File: config.mk
export PLATFORM = sky130hd
export DESIGN_NAME = universal_register_n_flat
export DESIGN_NICKNAME = d
export VERILOG_FILES = /design/src/rtl/universal_register_n_if.sv /design/src/rtl/universal_register_n.sv /design/src/flat_wrapper.sv
export SDC_FILE = /design/constraint.sdc
export NUM_CORES = 1
export LEC_CHECK = 0
export BUFFER_PORTS_ARGS = -buffer_cell sky130_fd_sc_hd__clkbuf_2
export CAP_MARGIN = 25
export CORE_MARGIN = 2
export CORE_UTILIZATION = 50
export DETAILED_ROUTE_END_ITERATION = 12
export PLACE_DENSITY = 0.79
export SLEW_MARGIN = 20
export SYNTH_ARGS = -nofsm -noshare
export SYNTH_HDL_FRONTEND = slang
export SYNTH_SLANG_ARGS = --single-unit
File: constraint.sdc
create_clock -name clk -period 3 [get_ports clk]
set_input_delay 0.6 -clock clk [delete_from_list [all_inputs] [get_ports clk]]
set_output_delay 0.6 -clock clk [all_outputs]
set_load 0.02 [all_outputs]
File: src/rtl/universal_register_n_if.sv
// universal_register_n_if: control/data bundle (en, mode, d, serial_in -> q, q_bar, serial_out, tc, zero)
interface universal_register_n_if #(parameter int WIDTH = 8);
  logic en;
  logic [2:0] mode;
  logic [WIDTH-1:0] d;
  logic serial_in;
  logic [WIDTH-1:0] q;
  logic [WIDTH-1:0] q_bar;
  logic serial_out;
  logic tc;
  logic zero;
  modport master(output en, mode, d, serial_in, input q, q_bar, serial_out, tc, zero);
  modport slave(input en, mode, d, serial_in, output q, q_bar, serial_out, tc, zero);
endinterface

File: src/rtl/universal_register_n.sv
// universal_register_n: WIDTH-bit load/shift/rotate/count register; ports clk, reset (sync high), bus.slave (en, mode, d, serial_in in; q, q_bar, serial_out, tc, zero out)
module universal_register_n #(
  parameter int WIDTH = 8,
  parameter logic [WIDTH-1:0] RESET_VALUE = '0,
  parameter bit SATURATE = 1'b0
) (
  input logic clk,
  input logic reset,
  universal_register_n_if.slave bus
);
  localparam logic [WIDTH-1:0] ONE = WIDTH'(1);
  logic [WIDTH-1:0] q_r, q_nxt;
  logic so_r, so_nxt, tc_r, tc_nxt;
  logic ones, nil;
  assign ones = &q_r;
  assign nil = ~|q_r;
  always_comb begin
    q_nxt = q_r;
    so_nxt = so_r;
    tc_nxt = 1'b0;
    if (bus.en)
      case (bus.mode)
        3'b001: q_nxt = bus.d;
        3'b010: begin
          q_nxt = {q_r[WIDTH-2:0], bus.serial_in};
          so_nxt = q_r[WIDTH-1];
        end
        3'b011: begin
          q_nxt = {bus.serial_in, q_r[WIDTH-1:1]};
          so_nxt = q_r[0];
        end
        3'b100: begin
          q_nxt = {q_r[WIDTH-2:0], q_r[WIDTH-1]};
          so_nxt = q_r[WIDTH-1];
        end
        3'b101: begin
          q_nxt = {q_r[0], q_r[WIDTH-1:1]};
          so_nxt = q_r[0];
        end
        3'b110: begin
          tc_nxt = ones;
          q_nxt = (SATURATE && ones) ? q_r : q_r + ONE;
        end
        3'b111: begin
          tc_nxt = nil;
          q_nxt = (SATURATE && nil) ? q_r : q_r - ONE;
        end
        default: q_nxt = q_r;
      endcase
  end
  always_ff @(posedge clk) begin
    if (reset) begin
      q_r <= RESET_VALUE;
      so_r <= 1'b0;
      tc_r <= 1'b0;
    end else begin
      q_r <= q_nxt;
      so_r <= so_nxt;
      tc_r <= tc_nxt;
    end
  end
  assign bus.q = q_r;
  assign bus.q_bar = ~q_r;
  assign bus.serial_out = so_r;
  assign bus.tc = tc_r;
  assign bus.zero = nil;
endmodule

File: src/flat_wrapper.sv
// flat-port wrapper written by rule: the top's interface ports become plain ports
module universal_register_n_flat 
#(
  parameter int WIDTH = 8,
  parameter logic [WIDTH-1:0] RESET_VALUE = '0,
  parameter bit SATURATE = 1'b0
)
  (clk, reset, bus_en, bus_mode, bus_d, bus_serial_in, bus_q, bus_q_bar, bus_serial_out, bus_tc, bus_zero);
  universal_register_n_if #(.WIDTH(WIDTH)) bus_i ();
  input logic clk;
  input logic reset;
  input wire logic [$bits(bus_i.en)-1:0] bus_en;
  input wire logic [$bits(bus_i.mode)-1:0] bus_mode;
  input wire logic [$bits(bus_i.d)-1:0] bus_d;
  input wire logic [$bits(bus_i.serial_in)-1:0] bus_serial_in;
  output wire logic [$bits(bus_i.q)-1:0] bus_q;
  output wire logic [$bits(bus_i.q_bar)-1:0] bus_q_bar;
  output wire logic [$bits(bus_i.serial_out)-1:0] bus_serial_out;
  output wire logic [$bits(bus_i.tc)-1:0] bus_tc;
  output wire logic [$bits(bus_i.zero)-1:0] bus_zero;
  assign bus_i.en = bus_en;
  assign bus_i.mode = bus_mode;
  assign bus_i.d = bus_d;
  assign bus_i.serial_in = bus_serial_in;
  assign bus_q = bus_i.q;
  assign bus_q_bar = bus_i.q_bar;
  assign bus_serial_out = bus_i.serial_out;
  assign bus_tc = bus_i.tc;
  assign bus_zero = bus_i.zero;
  universal_register_n #(.WIDTH(WIDTH), .RESET_VALUE(RESET_VALUE), .SATURATE(SATURATE)) u_core (.clk(clk), .reset(reset), .bus(bus_i));
endmodule
==> impl_metrics.json, run 1 <==
{
  "outcome": "completed",
  "cts_resized": 0,
  "via_count": 1214,
  "ys_types": 50,
  "synth_top_area_share_pct": 19.14,
  "place_area_sq_um": 1174,
  "maxSlewHeadroom_pct": 51.18,
  "fillers": 194,
  "power_density_nw_per_um2": 369.7,
  "synth_area_leaders": "dfxtp_1, mux2i_1, nand2_1, o21ai_0, clkbuf_8",
  "final_area_sq_um": 1196,
  "clock_skew_ns": 0.001204,
  "finalPower_uw": 442.3,
  "die_area_sq_um": 2474,
  "antenna_found_initial": 0,
  "worstSkewPairLatency_ns": 0.26,
  "clkTransAtPathRegs_ns": 0.06,
  "stdcell_count": 196,
  "clkSinkCount": 10,
  "post-route-period-util_pct": 80.82,
  "cts_buffer_depth": 2,
  "synth_edf_count": 0,
  "area_delta_synth_final_pct": 14.35,
  "start_util_pct": 53.32,
  "critPathKind": "reg -> out",
  "avgSynthCellArea_sq_um": 7.471,
  "synth.largest_area_cell": "dfxtp_1",
  "maxSlewViolCount": 0,
  "drive_above_1_share_pct": 28.40,
  "fmax_mhz": 412.5,
  "gp_congestion": 0.9299,
  "grt_pass1_vias": 1084,
  "netlist_area_sq_um": 1046,
  "ir_worst_vdd_mv": 0.1614,
  "cts_root_buf": "clkbuf_4",
  "io_buffers": 33,
  "p_leak_uw": 0.0004864,
  "dp_cells": 193,
  "finalCriticalPeriod_ns": 2.425,
  "synth.most_common_cell": "nand2_1",
  "grt_max_degree": 23,
  "drt_iter0_markers": 39,
  "h-tree-depth": 1,
  "die_x_um": 49.74,
  "drc": 0,
  "end_kind": "output pin",
  "synth_common_cells": "nand2_1, dfxtp_1, inv_1, nor2_1, o21ai_0",
  "tritoncts": "done",
  "hold_viol_final": 0,
  "final_antenna_net_count": 0,
  "fin_nets": 187,
  "ys_seq_area_share_pct": 19.14,
  "dp_hpwl_um": 2157,
  "arrival_ns": 1.82,
  "vias_per_cell": 6.194,
  "crit_fanout": 10,
  "wl_per_cell_um": 14.69,
  "post_cts_buffers": 0,
  "synth_seq_cells": 10,
  "firstDrtPassIters": 4,
  "max-cap-violations": 0,
  "worstSetupStartpointType": "register",
  "core_sq_um": 1962,
  "antenna_cells": 0,
  "netlist_instances": 140,
  "synthArstFlopShare_pct": 0,
  "synth_ff_type": "dfxtp_1",
  "hold_buffers": 0,
  "rsz0062_at_grt": "false",
  "syn-num-nets": 156,
  "overflow": 0,
  "worstPathRequired_ns": 2.40,
  "grt_pass1_wl_um": 4947,
  "rows": 16,
  "grt_use_total_pct": 25.38,
  "ios": 34,
  "tightest_slew_ns": 0.7257,
  "worst_hold_path_type": "reg -> reg",
  "numCtsBuffers": 3,
  "timing.setup.tns_ns": 0,
  "finalSetupViolations": 0,
  "wl_um": 2879,
  "yosys_warnings": 0,
  "die_y_um": 49.74
}
## worst paths after layout
| kind | cells after the start | slack (ns) | end | start |
|---|---|---|---|---|
| hold / removal | 2 | 0.52 | u_core.bus.serial_out$_SDFFE_PP0P_ | u_core.bus.serial_out$_SDFFE_PP0P_ |
| setup reg to reg | 6 | 0.93 | u_core.bus.q[4]$_SDFFE_PP0P_ | u_core.bus.q[1]$_SDFFE_PP0P_ |
| setup / recovery | 4 | 0.58 | bus_zero | u_core.bus.q[1]$_SDFFE_PP0P_ |
| hold reg to reg | 2 | 0.52 | u_core.bus.serial_out$_SDFFE_PP0P_ | u_core.bus.serial_out$_SDFFE_PP0P_ |
## critical path, cell delays in order, from the launching register on
cell and delay (ns):
dfxtp_1 0.41, or4_4 0.60, nor2_4 0.13, and4_2 0.25, clkbuf_2 0.17
## layer usage
| layer | GRT usage [%] | vias to the layer above | routed length (um) |
|---|---|---|---|
| li1 | - | 580 | - |
| met1 | 34.20 | 556 | 1190 |
| met2 | 40.22 | 69 | 1370 |
| met3 | 3.636 | 9 | 249 |
| met4 | 10.65 | 0 | 68 |
| met5 | 0 | - | 0 |
## cells by family (layout without fill, tap and decap cells)
| logic type | Yosys count | count (layout) | synth area share (%) |
|---|---|---|---|
| compound gates | 44 | 44 | 28.95 |
| xor+xnor | 3 | 3 | 2.512 |
| fa+ha+maj | 1 | 1 | 1.196 |
| buf+inv | 20 | 49 | 12.92 |
| flops | 10 | 10 | 19.14 |
| mux | 6 | 6 | 5.861 |
| simple gates | 56 | 56 | 29.43 |
## report_power, final
group / internal (uW) / switching [uW] / total, uW
logic: 75.5 / 108 / 184
registers: 143 / 24.4 / 167
clock network: 46.3 / 44.6 / 91.0
total: 265 / 177 / 442
## stage by stage
step                      setup slack, ns  util, %  hold slack (ns)
after floorplan                    0.6505        -           0.5845
after global placement             0.6521    59.82           0.5021
after detailed placement           0.5442    59.82           0.5187
after CTS                          0.5734    60.97           0.5206
after global routing               0.5100    60.97           0.5453
final                              0.5755    60.97           0.5159
## sequential cells by signal (all words and copies together), names as in the netlist
signal	count
u_core.bus.tc	1
u_core.bus.serial_out	1
u_core.bus.q	8
## area by class of cell
type,count,area (sq um),area share [%]
Multi-Input combinational cell,110,710.7,59.41
Clock buffer,3,22.52,1.883
Sequential cell,10,200.2,16.74
Inverter,9,33.78,2.824
Timing Repair Buffer,37,195.2,16.32
Tap cell,27,33.78,2.824
## cells in the final DEF (no fill, tap or decap), drive strengths merged, types with 3 or more instances in the layout
master and count:
clkbuf 36, nand2 13, dfxtp 10, nor2 10
o21ai 10, inv 9, a21oi 9, nor3 7
nand2b 6, mux2i 5, a211oi 5, nand3 4
o211ai 4, buf 4, xnor2 3, or3 3
Note: power is estimated with default switching activity, not from simulation.
==> run 2, diff against run 1 <==
CORE_ASPECT_RATIO = 0.6   (was not set)
CORE_UTILIZATION = 45   (was 50)
PLACE_DENSITY = 0.75   (was 0.79)
clock period = 2.1 ns   (was 3 ns; I/O delays follow)
==> impl_metrics.json, run 2 (synthesis gave the netlist of run 1 again) <==
{
  "outcome": "completed",
  "drive_above_1_share_pct": 34.44,
  "clkTransAtPathRegs_ns": 0.06,
  "seq_power_share_pct": 28.6,
  "antenna_cells": 0,
  "p_switching_uw": 301.9,
  "fin_nets": 197,
  "critPathLaunch": "u_core.bus.q[1]$_SDFFE_PP0P_",
  "worst_hold_path_type": "in -> reg",
  "core_sq_um": 2180,
  "place_ws_ns": 0.0003224,
  "ios": 34,
  "place_area_sq_um": 1250,
  "clock_skew_ns": 0.005109,
  "io_buffers": 33,
  "maxSlewHeadroom_pct": 74.80,
  "fillers": 212,
  "p_clk_share_pct": 32.1,
  "final_area_sq_um": 1328,
  "final_cell_mix": "clkbuf_2, buf_4, nand2_1",
  "reg2reg_to": "u_core.bus.q[4]$_SDFFE_PP0P_",
  "tritoncts": "done",
  "power_density_nw_per_um2": 608.9,
  "wl_per_cell_um": 16.76,
  "timing.setup.tns_ns": 0,
  "grt_pass1_wl_um": 5333,
  "dp_hpwl_um": 2560,
  "p_leak_uw": 0.0005565,
  "cts_root_buf": "clkbuf_8",
  "cpPeakStageDelay_ns": 0.51,
  "rrSetupSlack_ns": 0.24,
  "rows": 13,
  "die_x_um": 66.24,
  "critical_path.cell_chain": "or4_4 -> nor2_4 -> and4_4 -> clkbuf_8",
  "crit_fanout": 7,
  "area_delta_synth_final_pct": 26.91,
  "fmax_mhz": 484.3,
  "worstSetupStartpointType": "register",
  "overflow": 0,
  "clkSinkCount": 10,
  "arrival_ns": 1.64,
  "worstPathRequired_ns": 1.68,
  "vias_per_cell": 6.124,
  "power_frac_comb_pct": 39.3,
  "die_area_sq_um": 2739,
  "drc": 0,
  "hold_viol_final": 0,
  "wl_um": 3520,
  "start_util_pct": 47.99,
  "final_antenna_net_count": 0,
  "worstSkewPairLatency_ns": 0.25,
  "hold_ws_ns": 0.4913,
  "fin_ws_ns": 0.03506,
  "ir_worst_vdd_mv": 0.3219,
  "via_count": 1286,
  "gp_congestion": 0.9346,
  "tightest_slew_ns": 0.3685,
  "seq_area_sq_um": 205.2,
  "antenna_found_initial": 0,
  "max-cap-violations": 0,
  "swShare_pct": 37.35,
  "largest_reg_flops": 8,
  "die_y_um": 41.35,
  "multi_input_area_sq_um": 716.9,
  "post-route-period-util_pct": 98.33,
  "numCtsBuffers": 3,
  "rsz0062_at_grt": "false",
  "worstSetupEndpoint": "bus_zero",
  "drt_iter0_markers": 141,
  "firstDrtPassIters": 4,
  "critPathKind": "reg -> out",
  "end_kind": "output pin",
  "mostFrequentLayoutCell": "clkbuf_2",
  "finalSetupViolations": 0,
  "grt_max_degree": 23,
  "r2r_cells": 6,
  "maxSlewViolCount": 0,
  "grt_use_total_pct": 27.34,
  "worstHoldStart": "bus_en",
  "intPower_uw": 506.4,
  "grt_pass1_vias": 1123,
  "cts_buffer_depth": 2,
  "finalCriticalPeriod_ns": 2.065,
  "h-tree-depth": 1,
  "crit_slowest_cell": "or4_4",
  "r2r-start": "u_core.bus.q[1]$_SDFFE_PP0P_"
}
[run 2: cell types whose count changed in the layout (fill, tap and decap cells not counted), moves of 2 or more]
cell / previous run / this run
buf_4: 4 / 14
clkbuf_8: 0 / 5
clkbuf_4: 3 / 0
dfxtp_1: 10 / 8
[run 2: repair_timing]
action                                  in CTS  in global routing
endpoints found under the hold margin        0                  0
pin swaps                                    2                  0
setup buffers                                1                  0
resized for setup                            5                  1
hold buffers                                 0                  0
endpoints found under the setup margin       1                  1
[run 2: worst max-delay path, delay by kind of cell, from the launching register on]
family                 cells  cell delay [ns]
buffers and inverters      1             0.14
AND/OR/NAND/NOR            3             0.89
flip-flops                 1             0.37
[run 2: layer usage]
layer  global-route usage, %  part of all wire (%)  vias to the layer above
li1                        -                     -                      605
met1                   36.83                    43                      588
met2                   41.00                    43                       83
met3                   8.065                    12                       10
met4                   12.76                   1.8                        0
met5                       0                     0                        -
[run 2: worst min-delay path by stage]
stage | end | slack, ns | depth (start not counted)
after floorplan | u_core.bus.q[3]$_SDFFE_PP0P_ | 0.51 | 1
after global placement | u_core.bus.serial_out$_SDFFE_PP0P_ | 0.50 | 2
after detailed placement | u_core.bus.serial_out$_SDFFE_PP0P_ | 0.53 | 2
after CTS | u_core.bus.q[3]$_SDFFE_PP0P_ | 0.48 | 2
after global routing | u_core.bus.q[3]$_SDFFE_PP0P_ | 0.51 | 2
final | u_core.bus.q[3]$_SDFFE_PP0P_ | 0.49 | 2
[run 2: final cells by class]
| cell class | count | share of cell area, % |
|---|---|---|
| Multi-Input combinational cell | 110 | 54.01 |
| Timing Repair Buffer | 47 | 21.02 |
| Inverter | 9 | 2.545 |
| Clock buffer | 4 | 4.147 |
| Tap cell | 30 | 2.828 |
| Sequential cell | 10 | 15.46 |
[run 2: power groups by stage]
stage          combinational (uW)  sequential [uW]  clock [uW]
6_report                      318              231         260
5_1_grt                       341              233         273
4_1_cts                       312              229         260
3_5_place_dp                  293              233           0
3_3_place_gp                  288              232           0
2_1_floorplan                 193              243           0
[run 2: per-stage QoR]
| step | total power, uW | util [%] | cells |
|---|---|---|---|
| after floorplan | 435.7 | - | 140 |
| after global placement | 519.8 | 57.35 | 205 |
| after detailed placement | 526.3 | 57.35 | 205 |
| after CTS | 801.1 | 60.85 | 210 |
| after global routing | 846.6 | 60.91 | 210 |
| final | 808.3 | 60.91 | 210 |
==> run 3, diff against run 2 <==
RECOVER_POWER = 25   (was not set)
==> impl_metrics.json, run 3 (synthesis gave the netlist of run 1 again) <==
{
  "outcome": "completed",
  "clock_skew_ns": 0.006544,
  "hold_viol_final": 0,
  "tightest_slew_ns": 0.4500,
  "final_cell_mix": "clkbuf_2, nand2_1, buf_4",
  "hold-path-cell-count": 2,
  "multi_input_area_sq_um": 716.9,
  "numCtsBuffers": 3,
  "overflow": 0,
  "grt_max_degree": 23,
  "worstHoldStart": "bus_en",
  "die_area_sq_um": 2739,
  "grt_pass1_wl_um": 5333,
  "h-tree-depth": 1,
  "wl_per_cell_um": 16.85,
  "via_count": 1292,
  "hold_end": "u_core.bus.q[3]$_SDFFE_PP0P_",
  "ir_worst_vdd_mv": 0.3217,
  "swShare_pct": 37.74,
  "fin_ws_ns": 0.03460,
  "reg2reg_to": "u_core.bus.q[7]$_SDFFE_PP0P_",
  "gp_congestion": 0.9346,
  "seq_power_share_pct": 28.5,
  "fmax_mhz": 484.2,
  "die_x_um": 66.24,
  "tritoncts": "done",
  "grt_pass1_vias": 1123,
  "worstPathRequired_ns": 1.68,
  "maxSlewViolCount": 0,
  "fin_nets": 197,
  "die_y_um": 41.35,
  "wl_um": 3538,
  "intPower_uw": 503.5,
  "r2r-start": "u_core.bus.q[3]$_SDFFE_PP0P_",
  "max-cap-violations": 0,
  "start_util_pct": 47.99,
  "firstDrtPassIters": 5,
  "clkSinkCount": 10,
  "cts_root_buf": "clkbuf_8",
  "antenna_found_initial": 0,
  "end_kind": "output pin",
  "drive_above_1_share_pct": 31.11,
  "crit_slowest_cell": "or4_4",
  "drc": 0,
  "p_clk_share_pct": 32.6,
  "critPathKind": "reg -> out",
  "finalSetupViolations": 0,
  "rows": 13,
  "worstSkewPairLatency_ns": 0.25,
  "stdcell_count": 210,
  "dp_cells": 205,
  "maxSlewHeadroom_pct": 70.00,
  "power_frac_comb_pct": 38.9,
  "fillers": 214,
  "place_ws_ns": 0.0003224,
  "r2r_cells": 6,
  "cp_top_family": "simple AND/OR/NAND/NOR gates",
  "cpPeakStageDelay_ns": 0.51,
  "worst_hold_path_type": "in -> reg",
  "arrival_ns": 1.65,
  "largest_reg_flops": 8,
  "core_sq_um": 2180,
  "timing.setup.tns_ns": 0,
  "ios": 34,
  "finalCriticalPeriod_ns": 2.065,
  "seq_area_sq_um": 205.2,
  "io_buffers": 33,
  "mostFrequentLayoutCell": "clkbuf_2",
  "hold_ws_ns": 0.4863,
  "area_delta_synth_final_pct": 25.96,
  "p_switching_uw": 305.2,
  "worstSetupStartpointType": "register",
  "rsz0062_at_grt": "false",
  "rrSetupSlack_ns": 0.19,
  "power_density_nw_per_um2": 613.8,
  "critical_path.cell_chain": "or4_4 -> nor2_4 -> and4_4 -> clkbuf_8",
  "post-route-period-util_pct": 98.35,
  "drt_iter0_markers": 115,
  "clkTransAtPathRegs_ns": 0.06,
  "p_leak_uw": 0.0005358,
  "grt_use_total_pct": 27.34,
  "cts_buffer_depth": 2,
  "crit_fanout": 7,
  "path_buf_inv": 1,
  "final_antenna_net_count": 0,
  "vias_per_cell": 6.152,
  "antenna_cells": 0,
  "dp_hpwl_um": 2560
}
-- run 3: layout make-up --
type | instances | area share [%]
Sequential cell | 10 | 15.57
Multi-Input combinational cell | 110 | 54.42
Inverter | 9 | 2.564
Timing Repair Buffer | 47 | 20.42
Clock buffer | 4 | 4.179
Tap cell | 30 | 2.849
-- run 3: power by group through the flow --
stage	registers (uW)	clock network (uW)	logic, uW
floorplan	243	0	193
global placement	232	0	288
detailed placement	233	0	293
CTS	229	260	312
global route	233	273	338
finish	230	264	315
-- run 3: what timing repair did --
item | 4_1_cts | 5_1_grt
buffers inserted | 1 | 0
setup endpoints to repair | 1 | 1
hold endpoints to repair | 0 | 0
pin swaps | 2 | 0
hold buffers | 0 | 0
resized for setup | 5 | 1
-- run 3: metrics by stage --
step,cell area [sq um],total power [uW],utilization [%]
floorplan,1051,435.7,-
global placement,1250,519.8,57.35
detailed placement,1250,526.3,57.35
CTS,1326,801.1,60.85
global route,1318,843.4,60.45
finish,1318,808.7,60.45
-- run 3: metal layers --
layer | track usage (%) | wire [um] | vias to the layer above
met3 | 8.065 | 405 | 8
li1 | - | - | 600
met4 | 12.76 | 70 | 0
met2 | 41.00 | 1522 | 84
met1 | 36.83 | 1540 | 600
met5 | 0 | 0 | -
-- run 3: worst register-to-register path: cells and delay by family (launching register included) --
family / cells / cell delay, ns
simple gates: 3 / 0.97
flops: 1 / 0.32
compound gates: 2 / 0.18
buf+inv: 1 / 0.37
-- run 3: how the worst max path moves through the flow --
stage | start | endpoint | cells past startpoint
floorplan | bus_mode[2] | u_core.bus.q[6]$_SDFFE_PP0P_ | 9
global route | u_core.bus.q[1]$_SDFFE_PP0P_ | bus_zero | 4
global placement | bus_mode[2] | u_core.bus.q[2]$_SDFFE_PP0P_ | 10
finish | u_core.bus.q[1]$_SDFFE_PP0P_ | bus_zero | 4
detailed placement | bus_mode[1] | u_core.bus.q[4]$_SDFFE_PP0P_ | 8
CTS | u_core.bus.q[1]$_SDFFE_PP0P_ | bus_zero | 4
